## src/rtl/rom_port_pkg.sv

```systemverilog
// Shared types and defaults for the ROM port arbiter and its watchdog.
package rom_port_pkg;

    localparam int DEFAULT_DATA_WIDTH     = 16;
    localparam int DEFAULT_ADDRESS_WIDTH  = 16;
    localparam int DEFAULT_TIMEOUT_CYCLES = 255;
    localparam int WATCHDOG_WIDTH         = 8;

    typedef enum logic [1:0] {
        IDLE    = 2'd0,
        REQUEST = 2'd1,
        BUSY    = 2'd2
    } arb_state_e;

    typedef enum logic {
        GRANT_LD  = 1'b0,
        GRANT_CPU = 1'b1
    } grant_e;

endpackage

```

## src/rtl/rom_request_watchdog.sv

```systemverilog
// Counts cycles a ROM request waits for acceptance; expired is high on the
// cycle whose closing edge brings the count to TIMEOUT_CYCLES.
module rom_request_watchdog
    import rom_port_pkg::*;
#(
    parameter int TIMEOUT_CYCLES = DEFAULT_TIMEOUT_CYCLES
) (
    input  logic clk,
    input  logic reset,
    input  logic clear_i,
    input  logic enable_i,
    output logic expired_o
);

    localparam logic [WATCHDOG_WIDTH-1:0] LAST_COUNT = WATCHDOG_WIDTH'(TIMEOUT_CYCLES - 1);

    logic [WATCHDOG_WIDTH-1:0] count_q;
    logic [WATCHDOG_WIDTH-1:0] count_d;

    assign expired_o = enable_i && (count_q == LAST_COUNT);

    always_comb begin
        count_d = count_q;
        if (clear_i) begin
            count_d = '0;
        end else if (enable_i && !expired_o) begin
            count_d = count_q + 1'b1;
        end
    end

    always_ff @(posedge clk or posedge reset) begin
        if (reset) begin
            count_q <= '0;
        end else begin
            count_q <= count_d;
        end
    end

endmodule

```

## src/rtl/rom_port_arbiter.sv

```systemverilog
// Shares the serial ROM controller port between CPU reads and loader writes,
// one transaction at a time, with round-robin arbitration and a request watchdog.
module rom_port_arbiter
    import rom_port_pkg::*;
#(
    parameter int DATA_WIDTH     = DEFAULT_DATA_WIDTH,
    parameter int ADDRESS_WIDTH  = DEFAULT_ADDRESS_WIDTH,
    parameter int TIMEOUT_CYCLES = DEFAULT_TIMEOUT_CYCLES
) (
    input  logic                     clk,
    input  logic                     reset,
    input  logic                     load_mode,
    input  logic                     ld_request,
    input  logic [ADDRESS_WIDTH-1:0] ld_address,
    input  logic [DATA_WIDTH-1:0]    ld_data,
    output logic                     ld_busy,
    output logic                     ld_done,
    input  logic                     cpu_request,
    input  logic [ADDRESS_WIDTH-1:0] cpu_address,
    output logic                     cpu_busy,
    output logic                     cpu_done,
    output logic [DATA_WIDTH-1:0]    cpu_data,
    input  logic                     rom_initialized,
    input  logic                     rom_busy,
    input  logic [DATA_WIDTH-1:0]    rom_rdata,
    output logic                     rom_request,
    output logic                     rom_write,
    output logic [ADDRESS_WIDTH-1:0] rom_address,
    output logic [DATA_WIDTH-1:0]    rom_wdata,
    output logic                     timeout_error
);

    arb_state_e               state_q;
    grant_e                   owner_q;
    grant_e                   last_grant_q;
    logic                     rom_request_q;
    logic                     rom_write_q;
    logic                     ld_busy_q;
    logic                     ld_done_q;
    logic                     cpu_busy_q;
    logic                     cpu_done_q;
    logic                     timeout_error_q;
    logic [DATA_WIDTH-1:0]    cpu_data_q;
    logic [ADDRESS_WIDTH-1:0] rom_address_q;
    logic [DATA_WIDTH-1:0]    rom_wdata_q;

    logic   ld_eligible;
    logic   cpu_eligible;
    logic   can_grant;
    grant_e grant_pick;
    logic   wd_expired;

    assign ld_eligible  = ld_request;
    assign cpu_eligible = cpu_request && !load_mode;
    assign can_grant    = rom_initialized && !rom_busy && (ld_eligible || cpu_eligible);

    // On a tie the requester that did not win last time goes first.
    always_comb begin
        grant_pick = GRANT_LD;
        if (ld_eligible && cpu_eligible) begin
            grant_pick = (last_grant_q == GRANT_LD) ? GRANT_CPU : GRANT_LD;
        end else if (cpu_eligible) begin
            grant_pick = GRANT_CPU;
        end
    end

    rom_request_watchdog #(
        .TIMEOUT_CYCLES(TIMEOUT_CYCLES)
    ) u_watchdog (
        .clk      (clk),
        .reset    (reset),
        .clear_i  (state_q == IDLE),
        .enable_i (state_q == REQUEST),
        .expired_o(wd_expired)
    );

    always_ff @(posedge clk or posedge reset) begin
        if (reset) begin
            state_q         <= IDLE;
            owner_q         <= GRANT_LD;
            last_grant_q    <= GRANT_LD;
            rom_request_q   <= 1'b0;
            rom_write_q     <= 1'b0;
            ld_busy_q       <= 1'b0;
            ld_done_q       <= 1'b0;
            cpu_busy_q      <= 1'b0;
            cpu_done_q      <= 1'b0;
            timeout_error_q <= 1'b0;
            cpu_data_q      <= '0;
            rom_address_q   <= '0;
            rom_wdata_q     <= '0;
        end else begin
            ld_done_q  <= 1'b0;
            cpu_done_q <= 1'b0;
            case (state_q)
                IDLE: begin
                    if (can_grant) begin
                        owner_q       <= grant_pick;
                        last_grant_q  <= grant_pick;
                        rom_request_q <= 1'b1;
                        state_q       <= REQUEST;
                        if (grant_pick == GRANT_LD) begin
                            rom_write_q   <= 1'b1;
                            rom_address_q <= ld_address;
                            rom_wdata_q   <= ld_data;
                            ld_busy_q     <= 1'b1;
                        end else begin
                            rom_write_q   <= 1'b0;
                            rom_address_q <= cpu_address;
                            cpu_busy_q    <= 1'b1;
                        end
                    end
                end
                REQUEST: begin
                    // Acceptance wins over expiry on the same edge.
                    if (rom_busy) begin
                        rom_request_q <= 1'b0;
                        state_q       <= BUSY;
                    end else if (wd_expired) begin
                        rom_request_q   <= 1'b0;
                        ld_busy_q       <= 1'b0;
                        cpu_busy_q      <= 1'b0;
                        timeout_error_q <= 1'b1;
                        state_q         <= IDLE;
                    end
                end
                BUSY: begin
                    if (!rom_busy) begin
                        if (owner_q == GRANT_LD) begin
                            ld_busy_q <= 1'b0;
                            ld_done_q <= 1'b1;
                        end else begin
                            cpu_busy_q <= 1'b0;
                            cpu_done_q <= 1'b1;
                            cpu_data_q <= rom_rdata;
                        end
                        state_q <= IDLE;
                    end
                end
                default: state_q <= IDLE;
            endcase
        end
    end

    assign rom_request   = rom_request_q;
    assign rom_write     = rom_write_q;
    assign rom_address   = rom_address_q;
    assign rom_wdata     = rom_wdata_q;
    assign ld_busy       = ld_busy_q;
    assign ld_done       = ld_done_q;
    assign cpu_busy      = cpu_busy_q;
    assign cpu_done      = cpu_done_q;
    assign cpu_data      = cpu_data_q;
    assign timeout_error = timeout_error_q;

endmodule

```

## config.mk

```make
export PLATFORM = sky130hd
export DESIGN_NAME = rom_port_arbiter
export DESIGN_NICKNAME = d
export VERILOG_FILES = /design/src/rtl/rom_port_pkg.sv /design/src/rtl/rom_request_watchdog.sv /design/src/rtl/rom_port_arbiter.sv
export SDC_FILE = /design/constraint.sdc
export NUM_CORES = 1
export LEC_CHECK = 0
export BUFFER_PORTS_ARGS = -buffer_cell sky130_fd_sc_hd__buf_2
export CAP_MARGIN = 0
export CORE_UTILIZATION = 44
export CTS_BUF_LIST = sky130_fd_sc_hd__clkbuf_2 sky130_fd_sc_hd__clkbuf_4 sky130_fd_sc_hd__clkbuf_8
export CTS_CLUSTER_DIAMETER = 80
export DETAILED_ROUTE_END_ITERATION = 6
export PLACE_DENSITY = 0.89
export SLEW_MARGIN = 20
export SYNTH_ARGS = -nofsm -noshare
export SYNTH_HDL_FRONTEND = slang
export SYNTH_SLANG_ARGS = --single-unit
```

## constraint.sdc

```tcl
create_clock -name clk -period 1.7 [get_ports clk]
set_clock_uncertainty 0.15 [all_clocks]
set_input_delay 0 -clock clk [delete_from_list [all_inputs] [get_ports clk]]
set_output_delay 0 -clock clk [all_outputs]
set_load 0.02 [all_outputs]
```

; After elaboration in Yosys (flattened, before gate mapping)
; Cells that the tools add are included.
[word_totals]
reg_bits = 66
inputBits = 71
output_inout_bits = 55
wordCells = 82
[classes]
add_sub_neg = 1
eq_ne = 12
muxes = 32
bitwise_logic = 2
n_reduce_logical = 22
[op_table]
columns = operator, count
row1 = $mux 1, 21
row2 = $mux 16, 1
row3 = $mux 8, 2
row4 = $ne 2x2->1 const B, 8
row5 = $reduce_and 3->1, 5
row6 = $reduce_and 7->1, 2
row7 = $add 8x1->8 const B, 1
row8 = $eq 8x8->1 const B, 1
row9 = $mux 2, 4
row10 = $logic_and 1x1->1, 6
row11 = $pmux 1 s3, 2
row12 = $pmux 2 s3, 1
row13 = $reduce_bool 2->1, 2
row14 = $logic_not 1->1, 3
row15 = $ne 3x3->1 const B, 1
row16 = $reduce_bool 3->1, 1
row17 = $eq 2x1->1 const B, 1
row18 = $eq 2x2->1 const B, 1
row19 = $logic_not 2->1, 1
row20 = $not 1->1, 2
row21 = $pmux 1 s2, 1
row22 = $reduce_and 2->1, 1
row23 = $logic_or 1x1->1, 1

; Longest topological paths before layout
[depth]
word_depth = 7
depth_mapped = 7
ltp_nobuf = 7

; By module
; A second synthesis with hierarchy kept.
[unflattened]
hier_cells = 245
area_unflattened_um2 = 3105.5
[modules_own_cells]
columns = mod, instances, cells_each, area_each_um2, seq_area_each_um2
row1 = rom_port_arbiter, 1, 195, 2598.7, 1451.4
row2 = rom_request_watchdog, 1, 50, 506.7, 200.2

; Worst setup path before layout
; Ideal clock, no wire load.
[synth_timing]
kind = reg-to-reg
startpoint = register state_q[0]
endpoint = register cpu_busy_q, in the netlist cpu_busy
setup_ns = 0.079
t_arrival_ns = 1.453
required_ns = 1.471
slack_ns = 0.018
stages_incl_launch_ff = 7
n_path_buf = 0
synth_period_minus_slack_ns = 1.682
cell_sequence = dfrtp_1 > inv_1 > ha_1 > a21oi_1 > o211ai_1 > a221oi_2 > mux2i_1
[synth_between]
elab_chain_len = 4
elab_cells_between_ends = 13
[synth_rtl]
columns = element, line
row1 = "start, declared", rom_port_arbiter.sv:33  ; arb_state_e state_q;
row2 = "start signal, assigned", rom_port_arbiter.sv:79  ; state_q <= IDLE;
row3 = "start signal, assigned", rom_port_arbiter.sv:101  ; state_q <= REQUEST;
row4 = "start signal, assigned", rom_port_arbiter.sv:118  ; state_q <= BUSY;
row5 = $eq 2x1->1, "rom_port_arbiter.sv:73, rom_port_arbiter.sv:95"
row6 = $logic_and 1x1->1, rom_request_watchdog.sv:20  ; assign expired_o = enable_i && (count_q == LAST_COUNT);
row7 = $ne 2x2->1 (no source line), n/a
row8 = $reduce_and 7->1 (no source line), n/a
row9 = "end signal, assigned", rom_port_arbiter.sv:86  ; cpu_busy_q <= 1'b0;
row10 = "end signal, assigned", rom_port_arbiter.sv:110  ; cpu_busy_q <= 1'b1;
row11 = "end signal, assigned", rom_port_arbiter.sv:122  ; cpu_busy_q <= 1'b0;
row12 = "end, declared", rom_port_arbiter.sv:40  ; logic cpu_busy_q;
; Parallel ways exist; a longest one is shown, timed or not.
; A chain may end at the register's enable or synchronous reset.

; Worst setup path after layout
[layout_timing]
startpoint = register u_watchdog.count_q[0]
endpoint = register cpu_busy_q, in the netlist cpu_busy
[layout_between]
elab_chain_len = 4
[layout_rtl]
columns = element, line
row1 = "start, declared", rom_request_watchdog.sv:17  ; logic [WATCHDOG_WIDTH-1:0] count_q;
row2 = "start signal, assigned", rom_request_watchdog.sv:35  ; count_q <= count_d;
row3 = $eq 8x8->1, rom_request_watchdog.sv:20
row4 = $logic_and 1x1->1, rom_request_watchdog.sv:20
row5 = $ne 2x2->1 (no source line), n/a
row6 = $reduce_and 7->1 (no source line), n/a
; No other way between the ends.

==> results.sh <==
export IMPL_status="finished, violations left"
export IMPL_violations="negative setup slack"
export IMPL_synthFlopType="dfrtp_1"
export IMPL_area_growth_pct=65.9
export IMPL_pre_cts_ws_ns=-0.183
export IMPL_grt_setup_unrepaired="yes"
export IMPL_p_comb_frac=0.447
export IMPL_final_cell_area_mm2=0.00484
export IMPL_hold_slack_ns=0.0968
export IMPL_antenna_found_initial=0
export IMPL_path_class="flip-flop to flip-flop"
export IMPL_fin_ws_ns=-0.201
export IMPL_maxSlewViolCount=0
export IMPL_setup_viol=9
export IMPL_cp_arrival_ns=2.00
export IMPL_clk_latency_ns=0.32
export IMPL_io_buffers=125
export IMPL_maxCapViolCount=0
export IMPL_ant_nets=0
export IMPL_vias=2783
export IMPL_htree_levels=3
export IMPL_crit_family="compound AO/OA/AOI/OAI gates"
export IMPL_yosys_top_cells_count="69 x nand2_1, 66 x dfrtp_1, 18 x mux2i_1, 17 x o21ai_0, 11 x inv_1"
export IMPL_dp_hpwl_mm=4.87
export IMPL_critPathSlowestCell="dfrtp_1"
export IMPL_hold_violations=0
export IMPL_internal_power_w=0.00465
export IMPL_die_h_um=83.4
export IMPL_rr_worst_depth=7
export IMPL_synth_edf_count=0
export IMPL_design_die_area_mm2=0.00696
export IMPL_drc_errors=0
export IMPL_clkTransAtPathRegs_ns=0.07
export IMPL_grt_pass1_vias=3045
export IMPL_drt_initial_drc_count=192
export IMPL_clock_power_share=0.207
export IMPL_drt_wirelength_per_cell_um=15.2
export IMPL_hold_path_class="input port to flip-flop"
export IMPL_crit_chain="inv_1, ha_2, nand3_4, o31ai_4, o211ai_1, a221oi_2, mux2i_1"
export IMPL_synth_seq_cells=66
export IMPL_finalCritPeriodShare=1.12
export IMPL_critPathMaxStageDelay_ns=0.38
export IMPL_yosysSeqAreaShare=0.566
export IMPL_viasPerCell=4.93
export IMPL_max_freq_mhz=526
export IMPL_numCtsBuffers=9
export IMPL_placed_area_mm2=0.00376
export IMPL_crit_path_end_kind="flip-flop"
export IMPL_startpoint_type="flip-flop"
export IMPL_synth_cells=265
export IMPL_cts_tree="yes"
export IMPL_cts_buffer_depth=2
export IMPL_grt_pass1_wl_mm=14.0
export IMPL_netSwitchingFraction=0.383
export IMPL_layout_min_cycle_time_ns=1.90
export IMPL_max_slew_margin=0.730
export IMPL_gp_congestion=0.839
export IMPL_fp_coreArea_mm2=0.00639
export IMPL_cp_max_fo=3
export IMPL_ys_async_sr_fraction=1.00
export IMPL_cts_sinks=66
export IMPL_peakVddDrop_v=0.00107
export IMPL_pin_count=126
export IMPL_synth_top_area_frac=0.566
export IMPL_syn_nets=342
export IMPL_synth_area_leaders="dfrtp_1 57%, nand2_1 8.9%, mux2i_1 6.2%, mux2_4 5.1%, o21ai_0 2.9%"
export IMPL_cp_depth=7
export IMPL_grt_max_degree=67
export IMPL_grt_overflow_total=0
export IMPL_dp_cells=478
export IMPL_initial_core_util=0.457
export IMPL_crit_required_ns=1.79
export IMPL_power_switching_w=0.00288
export IMPL_n_antenna_cell=0
export IMPL_die_width_um=83.4
export IMPL_groute_usage_overall=0.254
export IMPL_critPathBufInv=1
export IMPL_p_seq_frac=0.346
export IMPL_synth_most_common_cell="nand2_1"
export IMPL_first_pass_iters=4
export IMPL_avgSynthCellArea_um2=11.0
export IMPL_rows=29
export IMPL_p_total_w=0.00752
export IMPL_synth_largest_area_cell="dfrtp_1"
export IMPL_synth_cell_type_count=32
export IMPL_root_buffer="clkbuf_8"
export IMPL_final_cells=565
export IMPL_fin_nets=561
export IMPL_layout_drive_gt1_share=0.418
export IMPL_power_leakage_nw=2.57
export IMPL_netlist_area_mm2=0.00292
export IMPL_min_path_cells=4
export IMPL_ys_warn_count=0
export IMPL_routed_wl_mm=8.61
export IMPL_powerDensity_mw_per_mm2=1560
export IMPL_worstMarginPinSlew_ns=0.404
-- cell type report --
class / count / area, um2
Clock inverter: 5 / 104
Tap cell: 77 / 96.3
Clock buffer: 10 / 131
Inverter: 12 / 48.8
Fill cell: 409 / 1550
Timing Repair Buffer: 217 / 1520
Sequential cell: 66 / 1650
Multi-Input combinational cell: 178 / 1290
-- logic make-up (layout without fill, tap and decap cells) --
logic type / after synthesis / after routing / synth area share
AO/OA/AOI/OAI: 37 / 37 / 0.0794
XOR/XNOR: 7 / 7 / 0.0210
adder cells (fa/ha/maj): 6 / 6 / 0.0257
buffers and inverters: 21 / 244 / 0.0309
flip-flops: 66 / 66 / 0.566
multiplexers: 35 / 35 / 0.140
AND/OR/NAND/NOR: 93 / 93 / 0.136
-- through the flow --
step	util	setup TNS (ns)
3_3_place_gp	0.589	0
5_1_grt	0.758	-1.82
6_report	0.758	-0.976
2_1_floorplan	-	0
3_5_place_dp	0.589	-0.863
4_1_cts	0.743	-0.0975
-- worst min-delay path, cell delays in order --
cell and delay [ns]:
buf_2 0.15, a21oi_2 0.09, buf_4 0.14, a21oi_1 0.15
-- cells in the final DEF (no fill, tap or decap), types with 3 or more instances in the layout --
cell and n:
inv_1 9, buf_2 125, xor2_1 4, nor2_1 9, mux2_2 7, mux2i_1 18
o21ai_1 8, dfrtp_1 66, o21ai_0 13, nand2_1 67, bufinv_16 3, nand4_1 3
buf_4 20, and3_1 3, dlygate4sd3_1 68, mux2_4 10, clkbuf_8 9, a21oi_1 3
-- power groups by stage --
stage	clock (W)	combinational, W	sequential [W]
after floorplan	0	0.00103	0.00335
after global placement	0	0.00280	0.00257
after detailed placement	0	0.00293	0.00259
after CTS	0.00159	0.00314	0.00257
after global routing	0.00166	0.00360	0.00267
final	0.00156	0.00336	0.00260
-- path summary, 6_finish.rpt --
path	slack, ns	to	startpoint
hold reg to reg	0.33	cpu_data[4]	cpu_data[4]
hold / removal	0.1	state_q[0]	rom_busy
max in group asynchronous	0.93	cpu_data[8]	reset
min in group asynchronous	0.16	rom_wdata[6]	reset
setup / recovery	-0.20	cpu_busy	u_watchdog.count_q[0]
setup reg to reg	-0.20	cpu_busy	u_watchdog.count_q[0]
-- flip-flops by register name, indices dropped and copies added (netlist names) --
signal / cells
ld_busy: 1
ld_done: 1
cpu_done: 1
timeout_error: 1
state_q: 2
u_watchdog.count_q: 8
rom_wdata: 16
cpu_data: 16
rom_write: 1
rom_request: 1
rom_address: 16
last_grant_q: 1
cpu_busy: 1
-- what timing repair did --
item,4_1_cts,5_1_grt
resized for setup,11,19
pin swaps,3,8
endpoints found under the setup margin,20,13
hold buffers,68,0
buffers inserted,3,2
cloned,0,0
hold endpoints to repair,119,0
-- per-layer routing --
layer | track usage | share of wire | vias up
li1 | - | - | 1321
met1 | 0.291 | 0.40 | 1325
met2 | 0.447 | 0.52 | 114
met3 | 0.0497 | 0.050 | 23
met4 | 0.136 | 0.030 | 0
met5 | 0 | 0 | -
(Power assumes the default switching activity.)
